**src/rtl/branch_pkg.sv**
```systemverilog
// Shared branch/PC definitions: funct3 codes, FSM states, default reset vector.
// Latency: n/a (declarations only).
// Backpressure: n/a.
package branch_pkg;

  localparam logic [2:0] BEQ  = 3'b000;
  localparam logic [2:0] BNE  = 3'b001;
  localparam logic [2:0] BLT  = 3'b100;
  localparam logic [2:0] BGE  = 3'b101;
  localparam logic [2:0] BLTU = 3'b110;
  localparam logic [2:0] BGEU = 3'b111;

  typedef enum logic [1:0] {
    BOOT = 2'd0,
    RUN  = 2'd1,
    HALT = 2'd2
  } pcState_t;

  localparam logic [31:0] DEFAULT_RESET_VECTOR = 32'h0000_0000;

endpackage

```
**src/rtl/branch_pc_unit_if.sv**
```systemverilog
// Decode/comparator/fetch-side signal bundle of the PC unit; stats ports need BRANCH_STATS_EN.
// Latency: n/a (wiring only).
// Backpressure: stall travels master -> slave.
interface branch_pc_unit_if #(
  parameter int WIDTH_DATA_LENGTH = 32
);
  logic                         stall;
  logic                         instr_valid;
  logic                         is_branch;
  logic                         is_jal;
  logic                         is_jalr;
  logic [2:0]                   funct3;
  logic [WIDTH_DATA_LENGTH-1:0] imm;
  logic [WIDTH_DATA_LENGTH-1:0] rs1;
  logic                         BrEq;
  logic                         BrLT;
  logic                         BrUn;
  logic [WIDTH_DATA_LENGTH-1:0] pc;
  logic [WIDTH_DATA_LENGTH-1:0] pc_plus4;
  logic                         taken;
  logic                         trap;
  logic [WIDTH_DATA_LENGTH-1:0] trap_pc;
`ifdef BRANCH_STATS_EN
  logic [31:0]                  br_count;
  logic [31:0]                  br_taken_count;
`endif

  modport master (
    output stall, instr_valid, is_branch, is_jal, is_jalr, funct3, imm, rs1, BrEq, BrLT,
    input  BrUn, pc, pc_plus4, taken, trap, trap_pc
`ifdef BRANCH_STATS_EN
    , input br_count, br_taken_count
`endif
  );

  modport slave (
    input  stall, instr_valid, is_branch, is_jal, is_jalr, funct3, imm, rs1, BrEq, BrLT,
    output BrUn, pc, pc_plus4, taken, trap, trap_pc
`ifdef BRANCH_STATS_EN
    , output br_count, br_taken_count
`endif
  );

endinterface

```
**src/rtl/branch_cond.sv**
```systemverilog
// Decodes branch funct3 into comparator mode and the taken condition.
// Latency: combinational. Backpressure: none.
module branch_cond
  import branch_pkg::*;
(
  input  logic [2:0] funct3,
  input  logic       BrEq,
  input  logic       BrLT,
  output logic       BrUn,
  output logic       cond,
  output logic       illegal_funct3
);

  always_comb begin
    BrUn           = (funct3 == BLTU) || (funct3 == BGEU);
    cond           = 1'b0;
    illegal_funct3 = 1'b0;
    case (funct3)
      BEQ:       cond = BrEq;
      BNE:       cond = !BrEq;
      BLT, BLTU: cond = BrLT;
      BGE, BGEU: cond = !BrLT;
      default:   illegal_funct3 = 1'b1;
    endcase
  end

endmodule

```
**src/rtl/branch_pc_unit.sv**
```systemverilog
// PC register + branch/JAL/JALR resolution with sticky trap; counters with BRANCH_STATS_EN.
// Latency: taken/BrUn/pc_plus4 combinational, pc/trap registered (1 cycle).
// Backpressure: stall freezes pc, trap and counters; BOOT->RUN ignores stall.
module branch_pc_unit
  import branch_pkg::*;
#(
  parameter int                           WIDTH_DATA_LENGTH = 32,
  parameter logic [WIDTH_DATA_LENGTH-1:0] RESET_VECTOR      = WIDTH_DATA_LENGTH'(DEFAULT_RESET_VECTOR)
) (
  input logic              clk,
  input logic              rst,
  branch_pc_unit_if.slave  bus
);

  localparam int W = WIDTH_DATA_LENGTH;

  pcState_t     state, stateNext;
  logic [W-1:0] pcQ, trapPcQ, pcPlus4, target;
  logic         cond, illegalFunct3, brUn;
  logic         takenC, commit, fault, multiCtrl;

  branch_cond uCond (
    .funct3         (bus.funct3),
    .BrEq           (bus.BrEq),
    .BrLT           (bus.BrLT),
    .BrUn           (brUn),
    .cond           (cond),
    .illegal_funct3 (illegalFunct3)
  );

  assign pcPlus4   = pcQ + W'(4);
  assign target    = bus.is_jalr ? ((bus.rs1 + bus.imm) & ~W'(1)) : (pcQ + bus.imm);
  assign multiCtrl = (bus.is_branch & bus.is_jal) | (bus.is_branch & bus.is_jalr) |
                     (bus.is_jal & bus.is_jalr);

  always_comb begin
    stateNext = state;
    takenC    = 1'b0;
    commit    = 1'b0;
    fault     = 1'b0;
    case (state)
      BOOT: stateNext = RUN;
      RUN: begin
        takenC = bus.instr_valid & ((bus.is_branch & cond) | bus.is_jal | bus.is_jalr);
        commit = bus.instr_valid & !bus.stall;
        fault  = commit & ((takenC & (target[1:0] != 2'b00)) |
                           (bus.is_branch & illegalFunct3) | multiCtrl);
        if (fault) stateNext = HALT;
      end
      HALT:    stateNext = HALT;
      default: stateNext = BOOT;
    endcase
  end

  always_ff @(posedge clk) begin
    if (rst) begin
      state   <= BOOT;
      pcQ     <= RESET_VECTOR;
      trapPcQ <= '0;
    end else begin
      state <= stateNext;
      if (commit && !fault) pcQ <= takenC ? target : pcPlus4;
      // The faulting instruction's own PC is kept; pc itself stays on it.
      if (fault) trapPcQ <= pcQ;
    end
  end

  assign bus.BrUn     = brUn;
  assign bus.pc       = pcQ;
  assign bus.pc_plus4 = pcPlus4;
  assign bus.taken    = takenC;
  assign bus.trap     = (state == HALT);
  assign bus.trap_pc  = trapPcQ;

`ifdef BRANCH_STATS_EN
  logic [31:0] brCount, brTakenCount;

  always_ff @(posedge clk) begin
    if (rst) begin
      brCount      <= '0;
      brTakenCount <= '0;
    end else if (commit && !fault && bus.is_branch) begin
      if (brCount != 32'hFFFF_FFFF) brCount <= brCount + 32'd1;
      if (takenC && brTakenCount != 32'hFFFF_FFFF) brTakenCount <= brTakenCount + 32'd1;
    end
  end

  assign bus.br_count       = brCount;
  assign bus.br_taken_count = brTakenCount;
`endif

endmodule

```
**src/flat_wrapper.sv**
```systemverilog
// flat-port wrapper written by rule: the top's interface ports become plain ports
module branch_pc_unit_flat import branch_pkg::*;
#(
  parameter int                           WIDTH_DATA_LENGTH = 32,
  parameter logic [WIDTH_DATA_LENGTH-1:0] RESET_VECTOR      = WIDTH_DATA_LENGTH'(DEFAULT_RESET_VECTOR)
)
  (clk, rst, bus_stall, bus_instr_valid, bus_is_branch, bus_is_jal, bus_is_jalr, bus_funct3, bus_imm, bus_rs1, bus_BrEq, bus_BrLT, bus_BrUn, bus_pc, bus_pc_plus4, bus_taken, bus_trap, bus_trap_pc);
  branch_pc_unit_if #(.WIDTH_DATA_LENGTH(WIDTH_DATA_LENGTH)) bus_i ();
  input logic clk;
  input logic rst;
  input wire logic [$bits(bus_i.stall)-1:0] bus_stall;
  input wire logic [$bits(bus_i.instr_valid)-1:0] bus_instr_valid;
  input wire logic [$bits(bus_i.is_branch)-1:0] bus_is_branch;
  input wire logic [$bits(bus_i.is_jal)-1:0] bus_is_jal;
  input wire logic [$bits(bus_i.is_jalr)-1:0] bus_is_jalr;
  input wire logic [$bits(bus_i.funct3)-1:0] bus_funct3;
  input wire logic [$bits(bus_i.imm)-1:0] bus_imm;
  input wire logic [$bits(bus_i.rs1)-1:0] bus_rs1;
  input wire logic [$bits(bus_i.BrEq)-1:0] bus_BrEq;
  input wire logic [$bits(bus_i.BrLT)-1:0] bus_BrLT;
  output wire logic [$bits(bus_i.BrUn)-1:0] bus_BrUn;
  output wire logic [$bits(bus_i.pc)-1:0] bus_pc;
  output wire logic [$bits(bus_i.pc_plus4)-1:0] bus_pc_plus4;
  output wire logic [$bits(bus_i.taken)-1:0] bus_taken;
  output wire logic [$bits(bus_i.trap)-1:0] bus_trap;
  output wire logic [$bits(bus_i.trap_pc)-1:0] bus_trap_pc;
  assign bus_i.stall = bus_stall;
  assign bus_i.instr_valid = bus_instr_valid;
  assign bus_i.is_branch = bus_is_branch;
  assign bus_i.is_jal = bus_is_jal;
  assign bus_i.is_jalr = bus_is_jalr;
  assign bus_i.funct3 = bus_funct3;
  assign bus_i.imm = bus_imm;
  assign bus_i.rs1 = bus_rs1;
  assign bus_i.BrEq = bus_BrEq;
  assign bus_i.BrLT = bus_BrLT;
  assign bus_BrUn = bus_i.BrUn;
  assign bus_pc = bus_i.pc;
  assign bus_pc_plus4 = bus_i.pc_plus4;
  assign bus_taken = bus_i.taken;
  assign bus_trap = bus_i.trap;
  assign bus_trap_pc = bus_i.trap_pc;
  branch_pc_unit #(.WIDTH_DATA_LENGTH(WIDTH_DATA_LENGTH), .RESET_VECTOR(RESET_VECTOR)) u_core (.clk(clk), .rst(rst), .bus(bus_i));
endmodule
```
**config.mk**
```make
export PLATFORM = sky130hd
export DESIGN_NAME = branch_pc_unit_flat
export DESIGN_NICKNAME = d
export VERILOG_FILES = /design/src/rtl/branch_pkg.sv /design/src/rtl/branch_pc_unit_if.sv /design/src/rtl/branch_cond.sv /design/src/rtl/branch_pc_unit.sv /design/src/flat_wrapper.sv
export SDC_FILE = /design/constraint.sdc
export NUM_CORES = 1
export LEC_CHECK = 0
export CAP_MARGIN = 20
export CORE_ASPECT_RATIO = 0.6
export CORE_MARGIN = 2
export CORE_UTILIZATION = 40
export CTS_BUF_LIST = sky130_fd_sc_hd__clkbuf_8
export DETAILED_ROUTE_END_ITERATION = 8
export HOLD_SLACK_MARGIN = 0.15
export PLACE_DENSITY = 0.65
export SKIP_LAST_GASP = 1
export SLEW_MARGIN = 10
export SYNTH_ARGS = -nofsm -noshare
export SYNTH_HDL_FRONTEND = slang
export SYNTH_HIERARCHICAL = 1
export SYNTH_SLANG_ARGS = --single-unit
export TNS_END_PERCENT = 10
```
**constraint.sdc**
```tcl
create_clock -name clk -period 3.7 [get_ports clk]
set_clock_uncertainty 0.2 [all_clocks]
set_input_delay 0.555 -clock clk [delete_from_list [all_inputs] [get_ports clk]]
set_output_delay 0.555 -clock clk [all_outputs]
set_load 0.02 [all_outputs]
```
# After elaboration in Yosys (flattened, before gate mapping)
# Index checks and enable logic that the tools add are counted.
# totals
regBits	66
input_bits	76
out_inout_bits	99
elab_cells	50
# classes
addsub	3
n_eq_ne	8
mux	9
bitwise_logic	15
reduce_logical	12
# ops
cell	n
32-bit adder	2
32-bit 2-to-1 mux	2
32-bit by 3-bit adder with 32-bit output (second input constant)	1
3-bit equality test (second input constant)	4
1-bit bitwise AND	9
1-bit bitwise OR	6
2-bit case mux with 3 select lines	1
6-bit OR reduction	1
1-bit logical NOT	4
1-bit 2-to-1 mux	4
1-bit case mux with 4 select lines	1
2-bit OR reduction	2
3-bit by 1-bit equality test with 1-bit output (second input constant)	1
3-bit logical NOT	1
2-bit by 1-bit equality test with 1-bit output (second input constant)	1
2-bit equality test (second input constant)	1
2-bit logical NOT	1
2-bit 2-to-1 mux	1
2-bit by 1-bit inequality test with 1-bit output (second input constant)	1
2-bit nonzero test	1
1-bit logical AND	1
1-bit logical OR	1

# Logic depth before layout (Yosys ltp)
# Gate-level depths: netlist of the first run.
# depth
word_depth	14
ltp_mapped	13
depth_no_buf	12

# Hierarchy
# Netlist of the first run, hierarchy kept.
# modules_own_cells
mod	n_inst	cells_each	area_each_um2	seq_area_each_um2
branch_pc_unit	1	970	7040.5	1321.3
branch_cond	1	6	42.5	0.0

# Worst setup path before layout of the first run
# No wires, ideal clock.
# synth_timing
kind	input -> register
from	input port bus_imm[0]
to	register u_core.pcQ[24], in the netlist u_core/bus.pc[24]
setup_ns	0.117
arrival_ns	2.690
required_time_ns	3.383
path_slack_ns	0.692
stages	12
n_path_buf	0
cell_sequence	ha_1 inv_1 fa_1 nand2b_1 a21o_1 a21boi_0 o2111ai_1 o21a_1 o21a_1 xor2_1 nand2_1 a32o_1
# synth_between
elab_chain_cells	10
word_cells_on_any_way	12
classes_between	add/sub (2); mux (3); bitwise (4); reduce/logical (3)
# synth_lines
item	line_no	text
start, declared	flat_wrapper.sv:17	input wire logic [$bits(bus_i.imm)-1:0] bus_imm;
32-bit adder	branch_pc_unit.sv:32	assign target = bus.is_jalr ? ((bus.rs1 + bus.imm) & ~W'(1)) : (pcQ + bus.imm);
32-bit 2-to-1 mux *	branch_pc_unit.sv:32	
2-bit nonzero test	branch_pc_unit.sv:46	fault = commit & ((takenC & (target[1:0] != 2'b00)) |
1-bit bitwise AND	branch_pc_unit.sv:46	
1-bit bitwise OR	branch_pc_unit.sv:46	
1-bit bitwise OR	branch_pc_unit.sv:47	(bus.is_branch & illegalFunct3) | multiCtrl);
1-bit bitwise AND	branch_pc_unit.sv:46	
1-bit 2-to-1 mux	branch_pc_unit.sv:41	case (state)
1-bit logical NOT	branch_pc_unit.sv:62	if (commit && !fault) pcQ <= takenC ? target : pcPlus4;
1-bit logical AND	branch_pc_unit.sv:62	
end signal, assigned	branch_pc_unit.sv:62	
end, declared	branch_pc_unit.sv:18	logic [W-1:0] pcQ, trapPcQ, pcPlus4, target;
# Every way passes the cells marked *; elsewhere a longest branch is shown, timed or not.
# A chain may end at the register's enable or synchronous reset.

# Worst setup path in the final report of the first run
# layout_timing
from	register u_core.pcQ[2], in the netlist u_core/bus.pc[2]
to	output port bus_pc_plus4[26]
# layout_between
elab_chain_cells	1
# layout_lines
item	line_no	text
32-bit by 3-bit adder with 32-bit output	branch_pc_unit.sv:31	assign pcPlus4 = pcQ + W'(4);
end, declared	flat_wrapper.sv:23	output wire logic [$bits(bus_i.pc_plus4)-1:0] bus_pc_plus4;
# Every way passes these cells.

==> impl_metrics.csv, run 1 <==
group,metric,value,unit
clock_tree,cts_tree,"done",
yosys,yosysMostFrequentCell,"nand2_1",
yosys,synth_top_family_by_area,"compound AO/OA/AOI/OAI gates",
sta,fin_crit,3.908,ns
worst_setup_path,regToRegEndpoint,"u_core/bus.pc[29]$_SDFFE_PP0P_",
yosys,synthXorXnorAreaFrac,10.25,%
sta,worst_pin_slew,0.6050,ns
sta,worst_slack,-0.2078,ns
worst_setup_path,r2r_setup_slack,0.50,ns
global_route,busiest_layer,"met1",
clock_tree,cts_made_buffers,9,
route,route.detailed.drc,0,
global_route,grt.met2_usage,34.90,%
worst_setup_path,max_stage_delay,0.69,ns
worst_setup_path,startpoint,"u_core/bus.pc[2]$_SDFFE_PP0P_",
yosys,synth_cell_types,86,
yosys,async_flop_share,0,%
clock_tree,cts_max_level,3,
yosys,ys_seq_elements,66,
route,ant_nets,0,
global_route,grt_pass1_vias,7273,
global_route,use_met1,48.10,%
global_route,grt_max_degree,52,
power,p_sw,885.6,uW
worst_setup_path,path_class,"flop to primary output",
clock_tree,path_clk_slew,0.07,ns
route,wl_per_cell,18.94,um
route,routed_wl,27330,um
yosys,synthAdderAreaFrac,12.05,%
yosys,yosys_warnings,6,
worst_setup_path,r2r_start,"u_core/bus.pc[3]$_SDFFE_PP0P_",
route,vias_per_cell,5.775,
yosys,syn-num-nets,1119,
outcome,status,"complete, but fails checks",
yosys,synthSimpleGateAreaFrac,24.85,%
placed_design,gp_congestion,1.030,
layout,seq_area,1321,sq um
sta,fmax,0.2559,GHz
outcome,failed_checks,"negative setup slack",
job,maxCapViolations,0,
power,clkPwrFrac,30.3,%
global_route,antenna_found_initial,0,
die,start_util,41.13,%
worst_setup_path,path_cells,"ha_1 > and3_2 > nand3_1 > or4_1 > nor2_1 > xor2_1 > clkdlybuf4s50_1",
yosys,syn_area,7083,sq um
yosys,synthMuxAreaShare,1.148,%
sta,setup_viol,5,
power,p_sw_share,35.91,%
placed_design,port_buffers,174,
yosys,synth_compound_area_share,27.77,%
sta,rsz0062_at_grt,"true",
layout,multi_input_area,5395,sq um
layout,design_area,9783,sq um
yosys,synth.avg_cell_area,7.257,sq um
die,core_area,17220,sq um
worst_setup_path,crit_path_end_kind,"primary output",
power,power.leakage,0.004020,uW
placed_design,placed_area,9532,sq um
yosys,synth_common_cells,"147 x nand2_1, 122 x a21oi_1, 78 x nor2_1",
yosys,ys_seq_area_share,18.65,%
clock_tree,clock_path_buffers,2,
route,drt_pass1_iterations,6,
sta,relSlewSlack,59.52,%
placed_design,dp_hpwl,22550,um
layout,fin_nets,1347,
power,intPower,1581,uW
sta,fin_crit_sh,105.6,%
layout,diodes,0,
yosys,synth_top_area_share,18.65,%
layout,drive_gt1_share,11.33,%
die,die_h,107.1,um
hold_path,hold_class,"flop to flop",
power,peakVddDrop,0.1385,mV
worst_setup_path,critPathLaunchType,"flop",
clock_tree,clockRootBuffer,"clkbuf_8",
worst_setup_path,required,2.94,ns
layout,n_fill_cell,1670,
yosys,synth_edf_count,0,
global_route,grt_overflow,0,
die,die_w,175.8,um
power,powerDensity,252.1,nW/um^2
global_route,grtUsageMet3,5.709,%
layout,area.growth.synth_to_final,38.12,%
layout,utilization,56.81,%
worst_setup_path,r2r_cells,11,
yosys,synth.largest_area_cell,"dfxtp_1",
route,dr_total_vias,8333,
clock_tree,holdBufCountCts,0,
global_route,grt_pass1_wl,41500,um
yosys,synth_area_leaders,"dfxtp_1 19%, ha_1 11%, a21oi_1 8.6%, nand2_1 7.8%, xnor2_1 5.7%",
die,rows,37,
clock_tree,clock_sinks,66,
power,pwr-share-comb,39.9,%
route,first_iter_violations,1098,
worst_setup_path,worst_path_max_delay_cell,"clkdlybuf4s50_1",
yosys,ys.flop_type,"dfxtp_1",
global_route,grt_usage,28.39,%
worst_setup_path,cp_max_fo,5,
sta,hold_viol_final,0,
sta,slew_viol_final,0,
die,die-area,18820,sq um
worst_setup_path,crit_arrival,3.15,ns
yosys,synthCells,976,
worst_setup_path,worstSetupEndpoint,"bus_pc_plus4[26]",
power,seq_power_share,29.8,%
clock_tree,clk_latency,0.36,ns
die,io_pins,175,
## through the flow
stage | worst slack [ns] | std cells | setup TNS [ns] | hold slack, ns | power, uW
floorplan | 0.6924 | 976 | 0 | 0.3345 | 1317
global placement | -0.01247 | 1427 | -0.02559 | 0.2406 | 1706
detailed placement | -0.1106 | 1427 | -0.4763 | 0.2464 | 1704
CTS | -0.1289 | 1443 | -0.4323 | 0.2575 | 2448
global route | -0.1981 | 1443 | -1.005 | 0.2761 | 2585
finish | -0.2078 | 1443 | -0.4422 | 0.2565 | 2466
## cell families (layout without fill, tap and decap cells)
| family | after synthesis | in the layout |
|---|---|---|
| simple gates | 371 | 371 |
| compound gates | 309 | 309 |
| mux | 8 | 8 |
| buf+inv | 73 | 306 |
| flops | 66 | 66 |
| xor+xnor | 82 | 82 |
| fa+ha+maj | 67 | 67 |
## sequential cells by signal, indices dropped and copies added (netlist names)
name,cells
u_core/bus.pc,32
u_core/bus.trap_pc,32
u_core/state,2
## worst min-delay path by stage
| stage | slack, ns | depth (start not counted) | to | from |
|---|---|---|---|---|
| 3_3_place_gp | 0.24 | 2 | u_core/bus.trap_pc[19]$_SDFFE_PP0P_ | u_core/bus.trap_pc[19]$_SDFFE_PP0P_ |
| 4_1_cts | 0.26 | 2 | u_core/bus.trap_pc[10]$_SDFFE_PP0P_ | u_core/bus.trap_pc[10]$_SDFFE_PP0P_ |
| 6_report | 0.26 | 2 | u_core/bus.trap_pc[27]$_SDFFE_PP0P_ | u_core/bus.trap_pc[27]$_SDFFE_PP0P_ |
| 2_1_floorplan | 0.33 | 2 | u_core/bus.trap_pc[0]$_SDFFE_PP0P_ | u_core/bus.trap_pc[0]$_SDFFE_PP0P_ |
| 3_5_place_dp | 0.25 | 2 | u_core/bus.trap_pc[10]$_SDFFE_PP0P_ | u_core/bus.trap_pc[10]$_SDFFE_PP0P_ |
| 5_1_grt | 0.28 | 2 | u_core/bus.trap_pc[18]$_SDFFE_PP0P_ | u_core/bus.trap_pc[18]$_SDFFE_PP0P_ |
## area by class of cell
cell class | instances | share of cell area, %
clock buffers | 9 | 1.266
clock inverters | 7 | 1.215
repair buffers | 266 | 24.95
inverters | 24 | 0.9208
flip-flops and latches | 66 | 13.51
multi-input cells | 837 | 55.15
well taps | 234 | 2.993
## placed cells by master (no fill, tap or decap), types with 6 or more instances in the layout
cell	n
a211oi_1	11
a21o_1	21
a21oi_1	122
a221oi_1	7
a31oi_1	16
and2_1	10
and3_1	8
and3_2	6
buf_4	91
clkbuf_8	9
clkdlybuf4s50_1	171
dfxtp_1	66
ha_1	65
inv_1	25
mux2i_1	7
nand2_1	147
nand2b_1	10
nand3_1	28
nand4_1	13
nor2_1	78
nor2b_1	8
nor3_1	28
o211ai_1	8
o21a_1	7
o21ai_0	52
o21bai_1	6
o22ai_1	8
xnor2_1	46
xor2_1	34
## repair_timing
action / 4_1_cts / 5_1_grt
endpoints found under the setup margin: 6 / 12
resized for setup: 1 / 2
setup buffers: 0 / 0
## routing by layer
metal	vias to the layer above	wire (um)	part of all wire [%]
li1	3994	-	-
met1	3821	13910	51
met2	501	9489	35
met3	17	3737	14
met4	0	196	0.72
met5	-	0	0
## power by group through the flow
stage | Clock (uW) | Combinational [uW] | Sequential [uW]
2_1_floorplan | 0 | 557 | 760
3_3_place_gp | 0 | 955 | 751
3_5_place_dp | 0 | 952 | 752
4_1_cts | 754 | 958 | 735
5_1_grt | 787 | 1060 | 737
6_report | 748 | 983 | 735
## worst max-delay path, delay by kind of cell (launching register included)
kind / cells / cell delay [ns]
buf+inv: 1 / 0.69
fa+ha+maj: 1 / 0.22
flops: 1 / 0.50
xor+xnor: 1 / 0.40
simple gates: 4 / 0.99
Power figures use the tool's default switching activity.
==> run 2: changes to the inputs <==
PLACE_DENSITY = 0.68   (was 0.65)
clock period = 3.4 ns   (was 3.7 ns; I/O delays follow)
==> run 2 against run 1 <==
  * The run still ends with negative setup slack left
  * First-iteration DRC count down 5.6%
  * Clock-buffer cell count up 1
  * Register-to-register slack worse by 0.23 ns
  * Final area up 7.3%
  * Setup slack better by 0.058 ns
  * Cell count up 6.0%
  * Wire length up 3.7%
  * Sequential share of layout area down 0.90 points
  * Total power up 11%
  * Sequential power up 9.0%
  * Combinational power up 21%
  * Clock power about the same
==> impl_metrics.csv, run 2 (synthesis gave the netlist of run 1 again) <==
group,metric,value,unit
route,wl_per_cell,18.52,um
job,maxCapViolations,0,
worst_setup_path,required,2.69,ns
layout,final_cell_mix,"177 x buf_4, 167 x clkdlybuf4s50_1, 147 x nand2_1",
worst_setup_path,critPathLaunchType,"flop",
global_route,grt_usage,29.53,%
clock_tree,cts_made_buffers,9,
sta,hold_ws,0.2562,ns
clock_tree,clock_sinks,66,
clock_tree,path_clk_slew,0.07,ns
sta,rsz0062_at_grt,"true",
power,powerDensity,261.0,nW/um^2
die,die_w,175.8,um
die,core_area,17220,sq um
route,ant_nets,0,
global_route,grt_max_degree,39,
die,io_pins,175,
power,total_power,2740,uW
route,routed_wl,28340,um
clock_tree,cts_tree,"done",
worst_setup_path,startpoint,"u_core/bus.pc[17]$_SDFFE_PP0P_",
sta,relSlewSlack,62.91,%
route,dr_total_vias,8602,
worst_setup_path,cp_max_fo,5,
global_route,grt_overflow,0,
clock_tree,clock_path_buffers,2,
sta,slew_viol_final,0,
worst_setup_path,path_cells,"and4_2 > nand3_1 > or4_1 > nor2_1 > xor2_1 > clkdlybuf4s50_1",
sta,worst_slack,-0.1503,ns
hold_path,hp-start,"u_core/bus.trap_pc[4]$_SDFFE_PP0P_",
clock_tree,cts_max_level,3,
worst_setup_path,path_class,"flop to primary output",
global_route,grt_pass1_vias,7721,
hold_path,whs_endpoint,"u_core/bus.trap_pc[4]$_SDFFE_PP0P_",
route,route.detailed.drc,0,
route,drt_pass1_iterations,5,
global_route,antenna_found_initial,0,
layout,diodes,0,
global_route,grt_pass1_wl,43220,um
route,vias_per_cell,5.622,
power,peakVddDrop,0.2634,mV
layout,final_cell_count_no_fill,1530,
layout,area.growth.synth_to_final,48.17,%
worst_setup_path,worst_path_max_delay_cell,"clkdlybuf4s50_1",
worst_setup_path,r2r_cells,11,
hold_path,hold_class,"flop to flop",
layout,n_fill_cell,1639,
placed_design,gp_congestion,1.006,
worst_setup_path,crit_path_end_kind,"primary output",
die,rows,37,
placed_design,dp_hpwl,23430,um
worst_setup_path,crit_arrival,2.84,ns
layout,drive_gt1_share,18.13,%
layout,utilization,60.94,%
worst_setup_path,max_stage_delay,0.65,ns
sta,fin_crit,3.550,ns
placed_design,dp_slack,-0.4700,ns
die,die-area,18820,sq um
power,power.leakage,0.004495,uW
outcome,failed_checks,"negative setup slack",
placed_design,port_buffers,174,
route,first_iter_violations,1036,
placed_design,dp_cells,1513,
clock_tree,clk_latency,0.35,ns
sta,fmax,0.2817,GHz
sta,setup_viol,17,
clock_tree,clockRootBuffer,"clkbuf_8",
sta,fin_crit_sh,104.4,%
worst_setup_path,regToRegEndpoint,"u_core/bus.pc[24]$_SDFFE_PP0P_",
outcome,status,"complete, but fails checks",
layout,final_common_cell,"buf_4",
sta,hold_viol_final,0,
hold_path,whs_path_depth,2,
die,die_h,107.1,um
layout,fin_nets,1434,
die,start_util,41.13,%
worst_setup_path,r2r_setup_slack,0.27,ns
worst_setup_path,r2r_start,"u_core/bus.pc[1]$_SDFFE_PP0P_",
sta,worst_pin_slew,0.5557,ns
## run 2: through the flow
stage / instance area [sq um] / setup TNS (ns)
2_1_floorplan: 7083 / 0
3_3_place_gp: 10190 / -4.438
3_5_place_dp: 10190 / -5.543
4_1_cts: 10430 / -1.033
5_1_grt: 10500 / -4.409
6_report: 10500 / -1.247
## run 2: layout make-up
| class | instances | area [sq um] | area share (%) |
|---|---|---|---|
| Clock buffer | 10 | 137.6 | 1.311 |
| Clock inverter | 6 | 90.09 | 0.8584 |
| Tap cell | 234 | 292.8 | 2.790 |
| Multi-Input combinational cell | 837 | 5456 | 51.99 |
| Inverter | 24 | 90.09 | 0.8584 |
| Sequential cell | 66 | 1323 | 12.60 |
| Timing Repair Buffer | 353 | 3105 | 29.59 |
## run 2: worst max path at each step
stage | to | slack, ns | depth (start not counted)
floorplan | u_core/bus.pc[24]$_SDFFE_PP0P_ | 0.41 | 12
global placement | u_core/bus.pc[31]$_SDFFE_PP0P_ | -0.41 | 13
detailed placement | u_core/bus.pc[31]$_SDFFE_PP0P_ | -0.47 | 13
CTS | bus_pc_plus4[19] | -0.15 | 6
global route | bus_pc_plus4[29] | -0.27 | 6
finish | bus_pc_plus4[26] | -0.15 | 6
## run 2: metal layers
metal	part of all wire [%]	routed length [um]	GRT usage (%)
met1	51	14420	47.70
met4	0.88	248	3.837
met2	36	10200	37.37
met5	0	0	0
met3	12	3463	8.972
## run 2: repair_timing
item,in CTS,in global routing
setup buffers,0,1
gates cloned,0,0
endpoints found under the hold margin,0,0
hold buffers,0,0
setup endpoints to repair,25,35
gates resized for setup,7,11
pin swaps,0,2
## run 2: where the power goes
part / internal (uW) / switching [uW]
sequential: 789 / 12.0
combinational: 535 / 653
clock: 434 / 317
total: 1760 / 983
## run 2: critical path: cells and delay by family (launching register included)
| family | cells | cell delay, ns |
|---|---|---|
| buf+inv | 1 | 0.65 |
| simple gates | 4 | 1.10 |
| xor+xnor | 1 | 0.24 |
| flops | 1 | 0.50 |
==> run 3: changes to the inputs <==
PLACE_DENSITY = 0.67   (was 0.68)
SYNTH_HIERARCHICAL = default   (was 1)
==> run 3 against run 2 <==
  * The run still ends with negative setup slack left
  * Cell count increased by 0.20%
  * Die area increased by 3.3%
  * Non-clock buffer count increased by 5
  * Hold slack improved by 0.041 ns
  * Wire length increased by 9.7%
  * Fmax decreased by 1.9%
  * Clock power decreased by 6.7%
  * Final area increased by 2.7%
  * Synthesized cell count decreased by 1.2%
  * Synthesized area increased by 3.4%
  * Largest cell class unchanged
==> impl_metrics.csv, run 3 <==
group,metric,value,unit
outcome,failed_checks,"negative setup slack",
worst_setup_path,cp_num_cells,7,
clock_tree,clock_sinks,66,
clock_tree,post_cts_buffers,0,
worst_setup_path,crit_path_end_kind,"primary output",
layout,seq_area,1321,sq um
global_route,grt_overflow,0,
global_route,grt_usage,31.89,%
sta,worst_pin_slew,0.5269,ns
yosys,syn_area,7322,sq um
worst_setup_path,crit_arrival,2.91,ns
worst_setup_path,cp_max_fo,5,
yosys,synth.avg_cell_area,7.595,sq um
die,die-area,19440,sq um
global_route,grt_max_degree,43,
route,dr_total_vias,8882,
layout,multi_input_area,5698,sq um
global_route,antenna_found_initial,0,
yosys,ys_seq_area_share,18.05,%
die,die_w,178.7,um
yosys,synthCells,964,
worst_setup_path,worst_path_max_delay_cell,"clkdlybuf4s50_1",
job,maxCapViolations,0,
clock_tree,holdBufCountCts,0,
layout,fin_nets,1431,
layout,area.growth.synth_to_final,47.23,%
worst_setup_path,path_common_cell,"buf_4",
worst_setup_path,path_class,"flop to primary output",
hold_path,whs_path_depth,2,
clock_tree,path_clk_slew,0.09,ns
power,power.leakage,0.004596,uW
layout,final_cell_mix,"180 x buf_4, 171 x clkdlybuf4s50_1, 93 x nor2_1",
hold_path,hold_class,"flop to flop",
yosys,synth_common_cells,"94 x nor2_1, 90 x a21oi_1, 80 x nand2_1",
route,route.detailed.drc,0,
sta,slew_viol_final,0,
yosys,synth_top_area_share,18.05,%
placed_design,dp_hpwl,25950,um
sta,hold_viol_final,0,
route,wl_per_cell,20.28,um
power,peakVddDrop,0.1998,mV
outcome,status,"complete, but fails checks",
layout,final_common_cell,"buf_4",
clock_tree,clock_path_buffers,2,
sta,rsz0062_at_grt,"true",
layout,drive_gt1_share,18.33,%
worst_setup_path,crit_family,"buffers and inverters",
clock_tree,cts_tree,"done",
power,powerDensity,252.7,nW/um^2
clock_tree,clockRootBuffer,"clkbuf_8",
yosys,synth.largest_area_cell,"dfxtp_1",
route,routed_wl,31090,um
layout,n_fill_cell,1692,
yosys,syn-num-nets,1107,
clock_tree,cts_max_level,3,
yosys,yosys_warnings,0,
yosys,ys.flop_type,"dfxtp_1",
sta,fin_crit,3.620,ns
yosys,synth_cell_types,82,
worst_setup_path,path_cells,"buf_4 > nand4_1 > nor4_2 > buf_4 > and4_1 > xor2_1 > clkdlybuf4s50_1",
route,drt_pass1_iterations,5,
clock_tree,cts_made_buffers,9,
worst_setup_path,critPathLaunchType,"flop",
yosys,synth_edf_count,0,
worst_setup_path,required,2.69,ns
route,first_iter_violations,1021,
yosys,yosysMostFrequentCell,"nor2_1",
placed_design,gp_congestion,0.9928,
sta,setup_viol,27,
global_route,grt_pass1_wl,46940,um
global_route,grt_pass1_vias,8082,
die,die_h,108.8,um
sta,hold_ws,0.2975,ns
die,rows,38,
layout,diodes,0,
die,core_area,18020,sq um
sta,fmax,0.2762,GHz
clock_tree,clk_latency,0.36,ns
layout,utilization,59.82,%
sta,fin_crit_sh,106.5,%
die,start_util,40.63,%
route,vias_per_cell,5.794,
worst_setup_path,r2r_cells,10,
sta,worst_slack,-0.2201,ns
route,ant_nets,0,
worst_setup_path,crit_buf_inv,3,
yosys,synth_area_leaders,"dfxtp_1 18%, ha_1 11%, a21oi_1 6.2%, mux2i_1 5.3%, nor2_1 4.8%",
die,io_pins,175,
yosys,async_flop_share,0,%
sta,relSlewSlack,64.50,%
placed_design,port_buffers,174,
worst_setup_path,max_stage_delay,0.64,ns
yosys,ys_seq_elements,66,
[run 3: cell count changes after synthesis, sizes merged, moves of 8 or more]
cell,before,now
nor2,79,95
nand2,147,80
nand3,28,36
nor3,29,18
xor2,35,27
nand4,14,22
a21oi,123,90
a21o,21,31
mux2i,7,39
[run 3: layout make-up]
class                      count  share of cell area [%]
multi-input combinational    829                   52.86
timing repair buffer         358                   29.40
sequential                    66                   12.26
tap                          240                   2.786
clock buffer                   9                   1.149
inverter                      24                  0.8357
clock inverter                 7                  0.7196
[run 3: repair_timing]
item,in CTS,in global routing
hold endpoints to repair,0,0
endpoints found under the setup margin,23,44
resized for setup,1,9
[run 3: power by group]
| group | leakage, uW | internal (uW) | total [uW] | switching (uW) |
|---|---|---|---|---|
| sequential | 0.000532 | 788 | 803 | 14.8 |
| combinational | 0.00396 | 548 | 1220 | 672 |
| clock | 0.000100 | 345 | 701 | 356 |
| total | 0.00460 | 1680 | 2720 | 1040 |
[run 3: cells by family (layout without fill, tap and decap cells)]
kind of cell / count (synthesis) / in the layout / synth area share [%]
adders and majority gates: 67 / 67 / 11.65
buffers and inverters: 69 / 398 / 4.563
and+or+nand+nor: 340 / 340 / 23.39
DFF: 66 / 66 / 18.05
AOI/OAI and AO/OA: 315 / 315 / 28.85
xor gates and xnor gates: 67 / 67 / 8.014
muxes: 40 / 40 / 5.485
[run 3: stage by stage]
stage               instances  TNS, ns  cell area [sq um]  total power, uW  setup slack (ns)
floorplan                 964        0               7322             1458            0.1689
global placement         1517   -6.129              10550             1998           -0.4311
detailed placement       1517   -8.211              10550             2004           -0.4982
CTS                      1533   -2.129              10750             2698           -0.2280
global route             1533   -6.094              10780             2857           -0.3077
finish                   1533   -2.264              10780             2724           -0.2201
[run 3: worst paths after layout]
kind | from | to | slack [ns]
max | u_core.bus.pc[8]$_SDFFE_PP0P_ | bus_pc_plus4[25] | -0.22
min | u_core.bus.trap_pc[11]$_SDFFE_PP0P_ | u_core.bus.trap_pc[11]$_SDFFE_PP0P_ | 0.30
max reg2reg | u_core.bus.pc[5]$_SDFFE_PP0P_ | u_core.bus.pc[31]$_SDFFE_PP0P_ | 0.16
min reg2reg | u_core.bus.trap_pc[11]$_SDFFE_PP0P_ | u_core.bus.trap_pc[11]$_SDFFE_PP0P_ | 0.30
[run 3: tightest hold or removal path, cell delays in order, from the launching register on]
cell     delay, ns
dfxtp_1       0.33
mux2i_1       0.06
nor2_1        0.07
[run 3: metal layers]
layer,routed length (um),share of wire (%),GRT usage [%]
met3,4039,13,8.717
met5,0,0,0
met2,11260,36,41.56
met4,153,0.49,3.020
met1,15640,50,51.58
